**src/rtl/fifo_queue_if.sv**
```systemverilog
// fifo_queue_if: handshake, threshold and status signals of one per-class FIFO
interface fifo_queue_if #(
  parameter int DATA_BITS = 8,
  parameter int ADDR_BITS = 2
);
  logic                 wr_enb;
  logic [DATA_BITS-1:0] data_in;
  logic                 rd_enb;
  logic [ADDR_BITS:0]   umbral_almost_full;
  logic [ADDR_BITS:0]   umbral_almost_empty;
  logic [DATA_BITS-1:0] data_out;
  logic                 valid_out;
  logic [ADDR_BITS:0]   count;
  logic                 buf_empty;
  logic                 buf_full;
  logic                 almost_full;
  logic                 almost_empty;
  logic                 fifo_error;
  modport master (
    output wr_enb, data_in, rd_enb, umbral_almost_full, umbral_almost_empty,
    input  data_out, valid_out, count, buf_empty, buf_full, almost_full, almost_empty, fifo_error
  );
  modport slave (
    input  wr_enb, data_in, rd_enb, umbral_almost_full, umbral_almost_empty,
    output data_out, valid_out, count, buf_empty, buf_full, almost_full, almost_empty, fifo_error
  );
endinterface

```
**src/rtl/fifo_queue.sv**
```systemverilog
// fifo_queue: single-clock FIFO with occupancy, threshold flags and sticky error
module fifo_queue #(
  parameter int DATA_BITS = 8,
  parameter int ADDR_BITS = 2
) (
  input logic         clk,
  input logic         rst,
  fifo_queue_if.slave bus
);
  localparam int DEPTH = 2 ** ADDR_BITS;
  logic [DATA_BITS-1:0] mem [DEPTH];
  logic [ADDR_BITS-1:0] wr_ptr, rd_ptr;
  logic [ADDR_BITS:0]   count;
  logic [DATA_BITS-1:0] data_out;
  logic                 valid_out, fifo_error;
  logic                 empty, full, rd_acc, wr_acc, err;
  always_comb begin
    empty  = count == '0;
    full   = count == (ADDR_BITS+1)'(DEPTH);
    rd_acc = bus.rd_enb && !empty;
    wr_acc = bus.wr_enb && (!full || rd_acc);
    err    = (bus.wr_enb && full && !bus.rd_enb) || (bus.rd_enb && empty);
  end
  always_ff @(posedge clk)
    if (wr_acc && !rst) mem[wr_ptr] <= bus.data_in;
  always_ff @(posedge clk) begin
    if (rst) begin
      wr_ptr     <= '0;
      rd_ptr     <= '0;
      count      <= '0;
      data_out   <= '0;
      valid_out  <= 1'b0;
      fifo_error <= 1'b0;
    end else begin
      if (wr_acc) wr_ptr <= wr_ptr + 1'b1;
      if (rd_acc) begin
        rd_ptr   <= rd_ptr + 1'b1;
        data_out <= mem[rd_ptr];
      end
      valid_out  <= rd_acc;
      count      <= count + (ADDR_BITS+1)'(wr_acc) - (ADDR_BITS+1)'(rd_acc);
      fifo_error <= fifo_error || err;
    end
  end
  assign bus.data_out     = data_out;
  assign bus.valid_out    = valid_out;
  assign bus.count        = count;
  assign bus.buf_empty    = empty;
  assign bus.buf_full     = full;
  assign bus.almost_full  = count >= bus.umbral_almost_full;
  assign bus.almost_empty = count <= bus.umbral_almost_empty;
  assign bus.fifo_error   = fifo_error;
endmodule

```
**src/flat_wrapper.sv**
```systemverilog
// flat-port wrapper written by rule: the top's interface ports become plain ports
module fifo_queue_flat 
#(
  parameter int DATA_BITS = 8,
  parameter int ADDR_BITS = 2
)
  (clk, rst, bus_wr_enb, bus_data_in, bus_rd_enb, bus_umbral_almost_full, bus_umbral_almost_empty, bus_data_out, bus_valid_out, bus_count, bus_buf_empty, bus_buf_full, bus_almost_full, bus_almost_empty, bus_fifo_error);
  fifo_queue_if #(.DATA_BITS(DATA_BITS), .ADDR_BITS(ADDR_BITS)) bus_i ();
  input logic clk;
  input logic rst;
  input wire logic [$bits(bus_i.wr_enb)-1:0] bus_wr_enb;
  input wire logic [$bits(bus_i.data_in)-1:0] bus_data_in;
  input wire logic [$bits(bus_i.rd_enb)-1:0] bus_rd_enb;
  input wire logic [$bits(bus_i.umbral_almost_full)-1:0] bus_umbral_almost_full;
  input wire logic [$bits(bus_i.umbral_almost_empty)-1:0] bus_umbral_almost_empty;
  output wire logic [$bits(bus_i.data_out)-1:0] bus_data_out;
  output wire logic [$bits(bus_i.valid_out)-1:0] bus_valid_out;
  output wire logic [$bits(bus_i.count)-1:0] bus_count;
  output wire logic [$bits(bus_i.buf_empty)-1:0] bus_buf_empty;
  output wire logic [$bits(bus_i.buf_full)-1:0] bus_buf_full;
  output wire logic [$bits(bus_i.almost_full)-1:0] bus_almost_full;
  output wire logic [$bits(bus_i.almost_empty)-1:0] bus_almost_empty;
  output wire logic [$bits(bus_i.fifo_error)-1:0] bus_fifo_error;
  assign bus_i.wr_enb = bus_wr_enb;
  assign bus_i.data_in = bus_data_in;
  assign bus_i.rd_enb = bus_rd_enb;
  assign bus_i.umbral_almost_full = bus_umbral_almost_full;
  assign bus_i.umbral_almost_empty = bus_umbral_almost_empty;
  assign bus_data_out = bus_i.data_out;
  assign bus_valid_out = bus_i.valid_out;
  assign bus_count = bus_i.count;
  assign bus_buf_empty = bus_i.buf_empty;
  assign bus_buf_full = bus_i.buf_full;
  assign bus_almost_full = bus_i.almost_full;
  assign bus_almost_empty = bus_i.almost_empty;
  assign bus_fifo_error = bus_i.fifo_error;
  fifo_queue #(.DATA_BITS(DATA_BITS), .ADDR_BITS(ADDR_BITS)) u_core (.clk(clk), .rst(rst), .bus(bus_i));
endmodule
```
**config.mk**
```make
export PLATFORM = sky130hd
export DESIGN_NAME = fifo_queue_flat
export DESIGN_NICKNAME = d
export VERILOG_FILES = /design/src/rtl/fifo_queue_if.sv /design/src/rtl/fifo_queue.sv /design/src/flat_wrapper.sv
export SDC_FILE = /design/constraint.sdc
export NUM_CORES = 1
export LEC_CHECK = 0
export BUFFER_PORTS_ARGS = -buffer_cell sky130_fd_sc_hd__buf_2
export CAP_MARGIN = 5
export CORE_MARGIN = 3
export CORE_UTILIZATION = 45
export CTS_BUF_LIST = sky130_fd_sc_hd__clkbuf_16
export DETAILED_ROUTE_END_ITERATION = 10
export HOLD_SLACK_MARGIN = 0.15
export PLACE_DENSITY = 0.75
export SLEW_MARGIN = 30
export SYNTH_ARGS = -nofsm -noshare
export SYNTH_HDL_FRONTEND = slang
export SYNTH_SLANG_ARGS = --single-unit
```
**constraint.sdc**
```tcl
create_clock -name clk -period 5.9 [get_ports clk]
set_input_delay 0.295 -clock clk [delete_from_list [all_inputs] [get_ports clk]]
set_output_delay 0.295 -clock clk [all_outputs]
set_load 0.01 [all_outputs]
```
# After elaboration in Yosys (flattened, before gate mapping)
# Memory sizes are Yosys's and may differ from the RTL's. A register that Yosys moved wholly into a read port is not among the register bits.
# Index checks and enable logic that the tools add are counted.
totals:
  output_inout_bits: 17
  in_bits: 18
  wordCells: 29
  ramBits: 32
  reg_bits: 9
  memories: 1
classes:
  n_lt_le_gt_ge: 2
  addsub: 4
  muxes: 2
  n_reduce_logical: 14
  eq_ne: 1
mem_list:
  columns: ["name", "words", "word_bits", "rd", "rd_clocked_by_memory_dff", "write_ports", "line_no", "text"]
  rows:
  - ["u_core.mem", 4, 8, 1, 1, 1, "fifo_queue.sv:11", "logic [DATA_BITS-1:0] mem [DEPTH];"]
op_table:
  columns: ["cell", "n"]
  rows:
  - ["1-bit logical AND", 6]
  - ["2-bit by 1-bit adder with 2-bit output (second input constant)", 2]
  - ["1-bit zero test", 4]
  - ["3-bit by 1-bit adder with 3-bit output", 1]
  - ["3-bit equality test (second input constant)", 1]
  - ["3-bit >= comparator", 1]
  - ["3-bit less-or-equal comparator", 1]
  - ["3-bit zero test", 1]
  - ["1-bit logical OR", 3]
  - ["3-bit by 1-bit subtractor with 3-bit output", 1]
  - ["1-bit two-way mux", 2]

# Depth between registers and ports, before layout
# Gate-level depths: netlist of run 1.
depth:
  word_depth: 8
  ltp_mapped: 9

# Least setup slack after synthesis of run 1
# Ideal clock, no wire load.
synth_path:
  kind: "flip-flop to flip-flop"
  start: "reg u_core.count[2], in the netlist u_core.bus.count[2]"
  end: "reg u_core.count[2], in the netlist u_core.bus.count[2]"
  t_arrival_ns: 1.847
  path_stages_with_launch: 10
  setup_time_ns: 0.134
  path_slack_ns: 3.920
  path_buffers: 2
  required_time_ns: 5.766
  cell_sequence: "dfxtp_1 -> buf_6 -> o31a_1 -> buf_4 -> nand2_2 -> o21ai_0 -> ha_1 -> fa_1 -> xnor2_1 -> nor2_1"
synth_between:
  elab_chain_len: 7
  word_cells_on_any_way: 9
  cone_classes: "2 x add/sub; 1 x eq/ne; 6 x reduce/logical"
synth_rtl:
  columns: ["item", "line_no", "text"]
  rows:
  - ["from (decl)", "fifo_queue.sv:13", "logic [ADDR_BITS:0] count;"]
  - ["from (signal assigned)", "fifo_queue.sv:41", "count <= count + (ADDR_BITS+1)'(wr_acc) - (ADDR_BITS+1)'(rd_acc);"]
  - ["3-bit zero test", "fifo_queue.sv:18", "empty = count == '0;"]
  - ["1-bit zero test", "fifo_queue.sv:20", "rd_acc = bus.rd_enb && !empty;"]
  - ["1-bit logical AND", "fifo_queue.sv:20", null]
  - ["1-bit logical OR", "fifo_queue.sv:21", "wr_acc = bus.wr_enb && (!full || rd_acc);"]
  - ["1-bit logical AND", "fifo_queue.sv:21", null]
  - ["3-bit by 1-bit adder with 3-bit output", "fifo_queue.sv:41", null]
  - ["3-bit by 1-bit subtractor with 3-bit output (*)", "fifo_queue.sv:41", null]
# Every way passes the cells marked *; elsewhere a longest branch is shown, timed or not.
# A chain may end at the register's enable or synchronous reset.

# Worst setup path after layout of run 1
layout_path:
  start: "reg u_core.count[0], in the netlist u_core.bus.count[0]"
  end: "out bus_almost_full"
layout_between:
  elab_chain_len: 1
layout_rtl:
  columns: ["item", "line_no", "text"]
  rows:
  - ["3-bit >= comparator", "fifo_queue.sv:50", "assign bus.almost_full = count >= bus.umbral_almost_full;"]
  - ["to (decl)", "flat_wrapper.sv:21", "output wire logic [$bits(bus_i.almost_full)-1:0] bus_almost_full;"]
# No other way between the ends.

==> metrics, run 1 <==
dpl ws=between 3000 and 4000 ps; CP Capture Type=primary output; status=completed; Global Route Usage Sum=0.1416; Fmax achieved=about 460 MHz; largest net degree at the start of global routing=19; hold depth=1; M1 WL=between 1500 and 2000 um; Post-Syn Area=approximately 2100 sq um; Routed Antenna Nets=0; Core Region=between 4000 and 5000 sq um; Iter 0 DRT Violations=42; critical path arrival=1880 ps; Antenna diodes=0; Leak=~0.00096 uW; Clock H-tree levels=2; clk_lat worst skew=a little under 300 ps; placed cell area=approximately 2300 sq um; crit path setup slack, layout=between 3000 and 4000 ps; worst-path maximum fanout=6; clock tree sinks=49; hold wc startpoint=bus_data_in[6]; CTS buffer count=5; count of final hold-check violations=0; Final min period=about 2200 ps; number of gates resized after cts=0; hold slack=~220 ps; met2 WL post-DR=1789 um; Area Growth Syn to Fin=15.61%; Hold EP=u_core.mem[3][6]; #FFs+latches synth=approximately 50; initial antenna violation count=0; cells after synthesis=around 150; pwr dens=between 400 and 500 nW/um^2; setup TNS=0 ps; # rows=24; hold buffers post-CTS=0; die extent in x=about 75 um; Ys Warns=0; Distinct cells, synth=34; post-DP HPWL=roughly 2500 um; EDFF count, synth=32; Slew headroom=0.4369; clock transition at the registers of the reported paths=~70 ps; quantity of I/O buffers inserted on ports=34; final setup vio count=0; r2r setup slk=approximately 3800 ps; Routed WL per cell=roughly 15 um; final period utilization=0.3690; Hold WC Path Type=in2reg; Mapped Nets=between 150 and 200; Residual DRC=0; RR Startpoint=u_core.bus.count[2]; max_cap viols=0; Nets=216; Synth Area per Inst=14.08 sq um; RSZ-0062 raised after global routing=false; setup bufs post-CTS=0; Die Area=roughly 5600 sq um; DR vias=about 1200; via density per instance=between 5 and 6; DIE HEIGHT=about 75 um; Async S/R FF share, synth=0; CTS max path bufs=2; Ports=35; remaining global-route overflow=0; initial core utilization=0.4782; Main synth FF type=edfxtp_1; met3 WL post-DR=199 um; CTS tree=done; Setup Skew=5.620 ps; top layer in use=met4; first-pass GRT wire length=~5700 um; Max Transition Viols Final=0; Tot Pwr=between 900 and 1000 uW; CP required=5610 ps; slew of the pin with the lowest slew margin=roughly 840 ps; vias in the first global route=1183; total wire length=around 3600 um; clk root buf=clkbuf_16; RR Endpoint=u_core.bus.count[1]; crit path kind=reg2out; peak supply drop=about 0.26 mV; count of TritonRoute iterations in the first routing pass=4; Startpoint Class=flip-flop; share of cells above drive strength 1=0.3262; sequential share of the synthesized area=0.6082; worst r2r path cells=6; gpl congestion=around 0.75; final instance area=about 2500 sq um
-- report_power, final --
group          switching [uW]  internal [uW]  total (uW)
Sequential               49.9            403         453
Combinational             127            133         260
Clock                     125            160         285
-- per-stage QoR --
stage	utilization	std cells
floorplan	-	152
global placement	0.5193	231
detailed placement	0.5193	231
CTS	0.5529	239
global route	0.5529	239
finish	0.5529	239
-- area by class of cell --
cell class                 count  area (sq um)
clock inverter                 3         25.02
sequential                    49          1301
timing repair buffer          34         170.2
inverter                      11         41.29
clock buffer                   5         125.1
fill                         384          2001
multi-input combinational     85         745.7
tap                           52         65.06
-- worst max-delay path by stage --
stage / cells past startpoint / slack [ps] / endpoint / start
5_1_grt: 6 / 3590 / u_core.bus.count[1] / u_core.bus.count[2]
6_report: 6 / 3720 / bus_almost_full / u_core.bus.count[0]
2_1_floorplan: 9 / 3920 / u_core.bus.count[2] / u_core.bus.count[2]
4_1_cts: 6 / 3710 / bus_almost_full / u_core.bus.count[0]
3_5_place_dp: 6 / 3760 / u_core.bus.count[1] / u_core.bus.count[2]
3_3_place_gp: 6 / 3850 / u_core.bus.count[1] / u_core.bus.count[2]
-- cell families after synthesis --
kind of cell,count (synthesis),synth area share
XOR/XNOR,3,0.01579
buffers and inverters,18,0.04327
AO/OA/AOI/OAI,23,0.07602
adder cells (fa/ha/maj),12,0.07368
multiplexers,8,0.08421
AND/OR/NAND/NOR,39,0.09883
flip-flops,49,0.6082
-- metal layers --
metal,vias to the layer above,GRT usage
met3,8,0.05073
met1,566,0.1691
met2,30,0.2350
met5,-,0
met4,0,0.05336
li1,609,-
-- state kept, by name (all words and copies together) (netlist names) --
register and count:
u_core.bus.fifo_error 1, u_core.mem 32, u_core.wr_ptr 2, u_core.bus.count 3, u_core.rd_ptr 2, u_core.bus.data_out 8, u_core.bus.valid_out 1
-- cell usage in the layout, fill, tap and decap left out --
| master | count |
|---|---|
| buf_2 | 34 |
| edfxtp_1 | 32 |
| dfxtp_1 | 17 |
| nand2_1 | 16 |
| inv_1 | 11 |
| ha_1 | 11 |
| mux4_2 | 8 |
| a21oi_2 | 7 |
| a21oi_1 | 5 |
| clkbuf_16 | 5 |
| and2_1 | 4 |
| nor2b_1 | 4 |
| nor2_1 | 4 |
| o21ai_0 | 3 |
| nor3_1 | 2 |
| a21o_1 | 2 |
| or3_1 | 2 |
| xnor2_1 | 2 |
| o21ai_1 | 2 |
| inv_6 | 2 |
| nor4b_4 | 1 |
| o21a_1 | 1 |
| nand3_1 | 1 |
| o31a_1 | 1 |
| nand2_2 | 1 |
| nand2b_1 | 1 |
| and3_1 | 1 |
| xnor2_2 | 1 |
| o31ai_2 | 1 |
| and3b_1 | 1 |
| o211ai_1 | 1 |
| nand3b_1 | 1 |
| fa_1 | 1 |
| clkinvlp_4 | 1 |
-- critical path: stages, from the launching register on --
cell and delay, ps:
dfxtp_1 470, inv_1 190, ha_1 320, nand2b_1 140, a21o_1 170, a21o_1 170, buf_2 130
-- synth_stat cells (3+ instances only) --
cell	n	area [sq um]
edfxtp_1	32	960.9
dfxtp_1	17	340.3
nand2_1	16	60.06
ha_1	11	137.6
inv_1	11	41.29
mux4_2	8	180.2
a21oi_2	7	61.31
a21oi_1	5	25.02
and2_1	4	25.02
nor2_1	4	15.01
nor2b_1	4	25.02
o21ai_0	3	15.01
(Power assumes the default switching activity.)
==> run 2, diff against run 1 <==
--- a/config.mk
+++ b/config.mk
@@ -12,7 +12,7 @@
 export CTS_BUF_LIST = sky130_fd_sc_hd__clkbuf_16
 export DETAILED_ROUTE_END_ITERATION = 10
 export HOLD_SLACK_MARGIN = 0.15
-export PLACE_DENSITY = 0.75
+export PLACE_DENSITY = 0.77
 export SLEW_MARGIN = 30
 export SYNTH_ARGS = -nofsm -noshare
 export SYNTH_HDL_FRONTEND = slang
==> constraint.sdc (replaced) <==
create_clock -name clk -period 1.8 [get_ports clk]
set_input_delay 0.09 -clock clk [delete_from_list [all_inputs] [get_ports clk]]
set_output_delay 0.09 -clock clk [all_outputs]
set_load 0.01 [all_outputs]
==> metrics, run 2 (synthesis gave the netlist of run 1 again) <==
DIE HEIGHT=74.96 um (unchanged); crit path setup slack, layout=85.45 ps (-3638 ps); Routed WL per cell=14.78 um (-0.80%); combinational share of power=0.306 (+0.045); gpl congestion=0.6783 (-9.0%); initial antenna violation count=0 (unchanged); most flop-heavy register=u_core.mem; CP most frequent cell=a21o_1; Antenna diodes=0 (unchanged); total wire length=3827 um (+7.5%); count of TritonRoute iterations in the first routing pass=4 (unchanged); crit-path max cell delay=400 ps (-70 ps); placed cell area=2414 sq um (+3.9%); count of final hold-check violations=0 (unchanged); Routed Antenna Nets=0 (unchanged); clock transition at the registers of the reported paths=60 ps (about the same); via density per instance=5.008 (-1.3%); worst-path maximum fanout=6 (unchanged); critical path arrival=1620 ps (-260 ps); dpl ws=73.33 ps (-3685 ps); hold slack=230.6 ps (+9.870 ps); CTS tree=done; most frequent cells in the layout=buf_2 (34), edfxtp_1 (32), nand2_1 (16); peak supply drop=0.7851 mV (+200%); hold wc startpoint=rst; Global Route Usage Sum=0.1470 (+0.005387); max reg flops=32 (unchanged); Iter 0 DRT Violations=45 (+7.1%); status=completed; Leak=0.001059 uW (+11%); crit path kind=reg2out; RR Startpoint=u_core.bus.count[2]; first-pass GRT wire length=5899 um (+3.6%); remaining global-route overflow=0 (unchanged); hold depth=3 (+2); slew of the pin with the lowest slew margin=447.7 ps (-392.0 ps); DR vias=1297 (+6.9%); Final min period=1715 ps; clock tree sinks=49 (unchanged); die extent in x=74.96 um (unchanged); CTS buffer count=5 (unchanged); Clock H-tree levels=2 (unchanged); post-DP HPWL=2649 um (+4.7%); initial core utilization=0.4782 (unchanged); final setup vio count=0 (unchanged); Nets=236 (+9.3%); Slew headroom=0.7012 (+0.2643); CP top delay family=flip-flops; # rows=24 (unchanged); pwr dens=1286 nW/um^2 (+220%); clk root buf=clkbuf_16; Fmax achieved=583.2 MHz; max_cap viols=0 (unchanged); Max Transition Viols Final=0 (unchanged); crit path buf inv count=2 (unchanged); final instance area=2693 sq um (+8.9%); Ports=35 (unchanged); Core Region=4474 sq um (unchanged); clk_lat worst skew=280 ps (about the same); Hold EP=u_core.bus.data_out[3]; final period utilization=0.9525; largest net degree at the start of global routing=18 (-1); share of cells above drive strength 1=0.3816 (+0.05544); most common library cell in the layout ignoring fill and taps=buf_2; sw frac=0.2900 (-0.01283); Die Area=5618 sq um (unchanged); Residual DRC=0 (unchanged); worst r2r path cells=6 (unchanged); CP required=1710 ps (-3900 ps); r2r setup slk=100 ps (-3660 ps); Regs by FF count=u_core.mem (32), u_core.bus.data_out (8), u_core.bus.count (3); Setup Skew=5.898 ps (+0.2778 ps); critical path's slowest cell=dfxtp_4; vias in the first global route=1238 (+4.6%); CP Capture Type=primary output; Startpoint Class=flip-flop; Hold WC Path Type=in2reg; CP cell instances=inv_4 -> ha_1 -> nand2b_1 -> a21o_1 -> a21o_1 -> buf_2; Area Growth Syn to Fin=25.85%; clock power share=0.280 (-0.006); Cell Int Power=2459 uW (+250%); part of the power in registers=0.414 (-0.039); quantity of I/O buffers inserted on ports=34 (unchanged); RR Endpoint=u_core.bus.count[1]; Fillers=361 (-6.0%); final core occ=0.6018 (+0.04894); Tot Pwr=3463 uW (+250%); CTS max path bufs=2 (unchanged); P_sw=1004 uW (+230%)
## run 2: what timing repair did
item                                    CTS  global route
hold buffers                              9             0
endpoints found under the setup margin    1            11
hold endpoints to repair                 33             0
pin swaps                                 0             2
buffers inserted                          0             1
gates resized for setup                   2             5
## run 2: power by group through the flow
stage          logic, uW  registers (uW)  clock network, uW
3_5_place_dp        1020            1460                  0
4_1_cts             1040            1440               1000
2_1_floorplan        720            1470                  0
5_1_grt             1190            1450               1050
6_report            1060            1430                969
3_3_place_gp         992            1450                  0
## run 2: area by class of cell
type	count	area [sq um]	share of cell area
flip-flops and latches	49	1310	0.4865
multi-input cells	85	769.5	0.2858
repair buffers	54	342.8	0.1273
clock buffers	6	150.1	0.05576
well taps	52	65.06	0.02416
inverters	11	43.79	0.01626
clock inverters	2	11.26	0.004182
## run 2: tightest hold or removal path: cells and delay by family
kind	cells	cell delay, ps
AOI/OAI and AO/OA	1	40
buffers and inverters	2	340
## run 2: worst max-delay path by stage
stage,start,depth (start not counted),slack [ps],to
4_1_cts,u_core.bus.count[0],6,6,bus_almost_full
2_1_floorplan,u_core.bus.count[2],8,-20,u_core.bus.count[1]
3_3_place_gp,u_core.bus.count[0],6,100,u_core.bus.count[1]
3_5_place_dp,u_core.bus.count[0],6,70,u_core.bus.count[1]
5_1_grt,u_core.bus.count[2],6,-3,u_core.bus.count[1]
6_report,u_core.bus.count[0],6,90,bus_almost_full
## run 2: through the flow
stage / TNS [ps] / std cells
2_1_floorplan: -24.31 / 152
3_3_place_gp: 0 / 241
6_report: 0 / 259
4_1_cts: 0 / 258
5_1_grt: -3.316 / 259
3_5_place_dp: 0 / 241
## run 2: per-layer routing
metal	global-route usage	vias up	share of wire	routed length (um)
li1	-	652	-	-
met4	0.03557	0	0	0
met5	0	-	0	0
met1	0.1650	614	0.41	1557
met3	0.05474	0	0.053	204
met2	0.2640	31	0.54	2064
